[src/rtl/ble_cmd_seq.sv]
// rtl/ble_cmd_seq.sv - scripted UART command sequencer; optional tx_done watchdog via `define CMD_SEQ_TIMEOUT_EN
module ble_cmd_seq #(
  parameter int DEPTH   = 8,
  parameter int DLY_W   = 24,
  parameter int TMO_CYC = 2000000
) (
  input  logic             clk,
  input  logic             rst,
  input  logic             wr_en,
  input  logic [7:0]       wr_cmd,
  input  logic [DLY_W-1:0] wr_dly,
  input  logic             clr,
  input  logic             go,
  input  logic             abort,
  input  logic             tx_done,
  output logic             trmt,
  output logic [7:0]       tx_data,
  output logic             busy,
  output logic             done,
  output logic             ovfl,
  output logic             err
);

  localparam int AW = (DEPTH > 1) ? $clog2(DEPTH) : 1;
  localparam int CW = AW + 1;

  typedef enum logic [2:0] {
    S_IDLE,
    S_WAIT_DLY,
    S_SEND,
    S_WAIT_DONE,
    S_FINISH
  } state_t;

  state_t           state_q;
  state_t           state_d;

  logic [7:0]       cmd_mem [DEPTH];
  logic [DLY_W-1:0] dly_mem [DEPTH];

  logic [CW-1:0]    count_q;
  logic [AW-1:0]    idx_q;
  logic [AW-1:0]    idx_nxt;
  logic [DLY_W-1:0] dly_cnt_q;

  logic             trmt_q;
  logic [7:0]       tx_data_q;
  logic             busy_q;
  logic             done_q;
  logic             ovfl_q;
  logic             err_q;

  logic             clr_ok;
  logic             wr_ok;
  logic             wr_drop;
  logic             last_entry;
  logic             start_play;
  logic             next_entry;
  logic             tmo_hit;

  // A clear only counts in IDLE, and it beats a simultaneous write without flagging overflow.
  assign clr_ok     = clr && (state_q == S_IDLE);
  assign wr_ok      = wr_en && !clr && (state_q == S_IDLE) && (count_q != CW'(DEPTH));
  assign wr_drop    = wr_en && !clr_ok && !wr_ok;
  assign idx_nxt    = idx_q + 1'b1;
  assign last_entry = ({1'b0, idx_q} == (count_q - 1'b1));

`ifdef CMD_SEQ_TIMEOUT_EN
  localparam int TW = $clog2(TMO_CYC + 1);

  logic [TW-1:0] tmo_cnt_q;

  assign tmo_hit = (state_q == S_WAIT_DONE) && !tx_done && (tmo_cnt_q == TW'(TMO_CYC - 1));

  // Watchdog counts cycles spent in WAIT_DONE; it restarts from zero on every entry.
  always_ff @(posedge clk) begin
    if (rst) begin
      tmo_cnt_q <= '0;
    end else if (state_q != S_WAIT_DONE) begin
      tmo_cnt_q <= '0;
    end else begin
      tmo_cnt_q <= tmo_cnt_q + 1'b1;
    end
  end
`else
  // No watchdog in this build: the comparison is constant false for any legal TMO_CYC.
  assign tmo_hit = (TMO_CYC < 0);
`endif

  // State register.
  always_ff @(posedge clk) begin
    if (rst) begin
      state_q <= S_IDLE;
    end else begin
      state_q <= state_d;
    end
  end

  // Next-state decode; abort overrides everything and suppresses datapath loads.
  always_comb begin
    state_d    = state_q;
    start_play = 1'b0;
    next_entry = 1'b0;
    if (abort) begin
      state_d = S_IDLE;
    end else begin
      case (state_q)
        S_IDLE: begin
          if (go) begin
            if (count_q != '0) begin
              state_d    = S_WAIT_DLY;
              start_play = 1'b1;
            end else begin
              state_d = S_FINISH;
            end
          end
        end
        S_WAIT_DLY: begin
          if (dly_cnt_q == '0) begin
            state_d = S_SEND;
          end
        end
        S_SEND: begin
          state_d = S_WAIT_DONE;
        end
        S_WAIT_DONE: begin
          if (tx_done) begin
            if (last_entry) begin
              state_d = S_FINISH;
            end else begin
              state_d    = S_WAIT_DLY;
              next_entry = 1'b1;
            end
          end else if (tmo_hit) begin
            state_d = S_IDLE;
          end
        end
        S_FINISH: begin
          state_d = S_IDLE;
        end
        default: begin
          state_d = S_IDLE;
        end
      endcase
    end
  end

  // Script storage; entries survive reset and playback, only count decides validity.
  always_ff @(posedge clk) begin
    if (wr_ok) begin
      cmd_mem[count_q[AW-1:0]] <= wr_cmd;
      dly_mem[count_q[AW-1:0]] <= wr_dly;
    end
  end

  // Entry count, playback index and the pre-send delay counter.
  always_ff @(posedge clk) begin
    if (rst) begin
      count_q   <= '0;
      idx_q     <= '0;
      dly_cnt_q <= '0;
    end else begin
      if (clr_ok) begin
        count_q <= '0;
      end else if (wr_ok) begin
        count_q <= count_q + 1'b1;
      end
      if (start_play) begin
        idx_q     <= '0;
        dly_cnt_q <= dly_mem[0];
      end else if (next_entry) begin
        idx_q     <= idx_nxt;
        dly_cnt_q <= dly_mem[idx_nxt];
      end else if ((state_q == S_WAIT_DLY) && (dly_cnt_q != '0)) begin
        dly_cnt_q <= dly_cnt_q - 1'b1;
      end
    end
  end

  // Registered outputs follow the state one cycle later; an abort cancels a pending pulse.
  always_ff @(posedge clk) begin
    if (rst) begin
      trmt_q    <= 1'b0;
      tx_data_q <= 8'h00;
      busy_q    <= 1'b0;
      done_q    <= 1'b0;
      ovfl_q    <= 1'b0;
      err_q     <= 1'b0;
    end else begin
      trmt_q <= (state_q == S_SEND) && !abort;
      done_q <= (state_q == S_FINISH) && !abort;
      busy_q <= (state_q != S_IDLE);
      if (state_q == S_SEND) begin
        tx_data_q <= cmd_mem[idx_q];
      end
      if (wr_drop) begin
        ovfl_q <= 1'b1;
      end
      if (tmo_hit && !abort) begin
        err_q <= 1'b1;
      end
    end
  end

  assign trmt    = trmt_q;
  assign tx_data = tx_data_q;
  assign busy    = busy_q;
  assign done    = done_q;
  assign ovfl    = ovfl_q;
  assign err     = err_q;

endmodule

[config.mk]
export PLATFORM = sky130hd
export DESIGN_NAME = ble_cmd_seq
export DESIGN_NICKNAME = d
export VERILOG_FILES = /design/src/rtl/ble_cmd_seq.sv
export SDC_FILE = /design/constraint.sdc
export NUM_CORES = 1
export LEC_CHECK = 0
export BUFFER_PORTS_ARGS = -buffer_cell sky130_fd_sc_hd__buf_2
export CORE_MARGIN = 2
export CORE_UTILIZATION = 46
export DETAILED_ROUTE_END_ITERATION = 8
export PLACE_DENSITY = 0.65
export SLEW_MARGIN = 25
export SYNTH_ARGS = -nofsm -noshare
export SYNTH_HDL_FRONTEND = slang
export SYNTH_SLANG_ARGS = --single-unit
[constraint.sdc]
create_clock -name clk -period 5.9 [get_ports clk]
set_clock_uncertainty 0.1 [all_clocks]
set_input_delay 0.885 -clock clk [delete_from_list [all_inputs] [get_ports clk]]
set_output_delay 0.885 -clock clk [all_outputs]
set_load 0.03 [all_outputs]
==> summary.md <==
| Metric | Value |
|---|---|
| Largest net degree at the start of global routing | `42` |
| Longest Clk Path Bufs | `3` |
| FILL cells | `2,043` |
| CP Max Fanout | `32` |
| Initial antenna violation count | `1` |
| Post-detailed-route count of antenna-violating nets | `0` |
| Number of port buffers | `50` |
| Vias in the first global route | `6,796` |
| Min-delay src | `ovfl` |
| PwrDens | `321 mW/mm²` |
| Clk sink count | `302` |
| Final HPWL DP | `14.9 mm` |
| Synth Flop Type | `edfxtp_1` |
| Root buffer cell | `clkbuf_16` |
| # resized after CTS | `0` |
| Die H | `167 µm` |
| Netlist Area Pre-Place | `0.0122 mm²` |
| Post-synth ARST share | `0` |
| Outcome | `finished clean` |
| Tightest Pin Transition | `940 ps` |
| CP Class | `reg -> reg` |
| Max Slew Vio Count | `0` |
| EDFF count, synth | `256` |
| WHS Endpoint | `ovfl` |
| Setup crit start kind | `register` |
| CTS tree | `yes` |
| Min cycle time layout | `3280 ps` |
| Via count | `6,609` |
| Gr usage total | `0.184` |
| Residual DRC | `0` |
| Syn_area_per_cell | `17.3 µm²` |
| Post-CTS Setup Bufs | `0` |
| R2r setup slk | `2620 ps` |
| CTS Hold Buffers Added | `0` |
| Arr. time, crit path | `3360 ps` |
| H-tree level count | `1` |
| Site Rows | `59` |
| Fmax | `305 MHz` |
| Mapped Nets | `752` |
| Pre-CTS setup slack | `2240 ps` |
| Worst Path Required | `5980 ps` |
| Routed wire length | `25.5 mm` |
| FF-to-FF End | `dly_mem[7][6]` |
| Setup TNS | `0 ps` |
| Clk_lat worst skew | `560 ps` |
| RSZ-0062 raised after global routing | `false` |
| # IOs | `52` |
| Max IR drop VDD | `0.262 mV` |
| Core region area | `0.0261 mm²` |
| Chip Width | `167 µm` |
| Number of cells on the worst hold path | `1` |
| Leak pwr | `0.00438 µW` |
| First-pass GRT wire length | `39.7 mm` |
| Post-Synthesis Cells | `707` |
| # diodes | `0` |
| FF-to-FF path depth | `5` |
| Seq/Total Area, Yosys | `0.706` |
| Area growth from synthesis to layout | `14.4%` |
| Die Area | `0.0278 mm²` |
| Num CTS Buffers | `30` |
| Final GP Congestion | `0.783` |
| Worst setup margin | `2620 ps` |
| Initial Utilization | `0.468` |
| Power Total | `4480 µW` |
| Final Cycle Share | `0.556` |
| Nets | `808` |
| Seq cells post-synth | `302` |
| Area after detailed placement | `0.0129 mm²` |
| Residual overflow from global routing | `0` |
| Vias per cell | `5.89` |
| 1st-pass router iterations | `5` |
| YS warnings | `0` |
| Hold crit path type | `reg -> reg` |
| Final Hold Vio Count | `0` |
| Max Cap Viol | `0` |
| Design Area, Final | `0.0140 mm²` |
| Rel. slew slack | `0.374` |
| CTS clock-pin slew for the worst setup and hold paths | `60 ps` |
| Synth cell types | `63` |
| Layout Utilization | `0.536` |
| Endpoints failing setup | `0` |
| Share of layout cells above drive strength 1 | `0.264` |
| Routed WL per cell | `22.7 µm` |
| DR iter-0 viols | `543` |
| Critical R2R Launch | `state_q[0]` |
| Crit path capture type | `register` |
[stage by stage]
step / hold WS, ps / instances
2_1_floorplan: 358 / 707
3_3_place_gp: 359 / 1066
3_5_place_dp: 373 / 1066
4_1_cts: 387 / 1122
5_1_grt: 418 / 1122
6_report: 381 / 1122
[synthesized netlist by cell type (3+ instances only)]
master	count	share of area
or3_1	4	0.0021
buf_2	8	0.0033
nor3_1	21	0.0086
ha_1	6	0.0062
a31oi_1	5	0.0026
or2_2	3	0.0015
nand3_1	9	0.0037
inv_1	7	0.0022
nand4b_1	5	0.0036
buf_1	3	0.00092
nand3b_1	4	0.0025
a221oi_1	6	0.0043
clkbuf_1	27	0.0083
dfxtp_1	46	0.075
nor3b_1	4	0.0025
mux4_2	64	0.12
xor2_1	5	0.0036
nand2_1	23	0.0071
nor4_1	4	0.0021
buf_4	3	0.0018
mux2i_1	29	0.024
o21ai_0	9	0.0037
xnor2_1	8	0.0057
o311ai_1	3	0.0022
a21oi_1	34	0.014
o21ai_1	5	0.0021
edfxtp_1	256	0.63
mux2_2	5	0.0046
a211oi_1	9	0.0055
or4_1	6	0.0037
nor2_1	47	0.014
[sequential cells by signal, summed over array words and instances (netlist names)]
signal / count
cmd_mem: 64
done: 1
dly_mem: 192
idx_q: 3
tx_data: 8
trmt: 1
count_q: 4
busy: 1
ovfl: 1
state_q: 3
dly_cnt_q: 24
[logic make-up after synthesis]
family	share of synthesized area
simple gates	0.0643
buf+inv	0.0165
mux	0.147
other cells	0.000307
fa+ha+maj	0.00615
flops	0.706
xor+xnor	0.00933
compound gates	0.0503
[cells in the final DEF, fill, tap and decap left out, types with 5 or more instances in the layout]
master     count
edfxtp_1     256
mux4_2        64
buf_2         50
nor2_1        44
dfxtp_1       44
a21oi_1       34
clkbuf_16     30
mux2i_1       29
nand2_1       23
nor3_1        17
buf_4         15
o21ai_0        9
nand3_1        9
a211oi_1       9
xnor2_1        8
inv_1          7
or4_1          6
a221oi_1       6
nand4b_1       5
a31oi_1        5
mux2_2         5
ha_1           5
clkbuf_1       5
clkbuf_8       5
bufinv_16      5
[worst max-delay path, cell delays in order, from the launching register on]
cell and delay (ps):
dfxtp_1 420, nor3_1 530, nand4b_1 550, or2_2 560, nor2_4 150, buf_4 530
[layer usage]
| metal | vias to the layer above | share of wire | global-route usage |
|---|---|---|---|
| li1 | 2960 | - | - |
| met1 | 3433 | 0.44 | 0.259 |
| met2 | 168 | 0.49 | 0.303 |
| met3 | 48 | 0.050 | 0.0271 |
| met4 | 0 | 0.020 | 0.0465 |
| met5 | - | 0 | 0 |
[power breakdown]
group          total, µW  internal, µW  switching, µW
Sequential          2350          2330           12.7
Combinational        131          43.0           87.6
Clock               2010          1220            788
Total               4480          3600            888
[how the worst max path moves through the flow]
stage / start / end / slack [ps] / cells past startpoint
after floorplan: count_q[0] / cmd_mem[0][0] / 890 / 6
after global placement: idx_q[1] / dly_cnt_q[5] / 2250 / 8
after detailed placement: idx_q[1] / dly_cnt_q[5] / 2240 / 8
after CTS: idx_q[1] / dly_cnt_q[5] / 2230 / 8
after global routing: state_q[0] / dly_mem[7][6] / 2410 / 5
final: state_q[0] / dly_mem[7][6] / 2620 / 5
[area by class of cell]
class / count / area [µm²] / area share
Tap cell: 335 / 419 / 0.0300
Timing Repair Buffer: 65 / 363 / 0.0260
Inverter: 7 / 26.3 / 0.00188
Multi-Input combinational cell: 357 / 3470 / 0.248
Clock buffer: 40 / 838 / 0.0601
Clock inverter: 16 / 231 / 0.0166
Sequential cell: 302 / 8610 / 0.617
(Power assumes the default switching activity.)
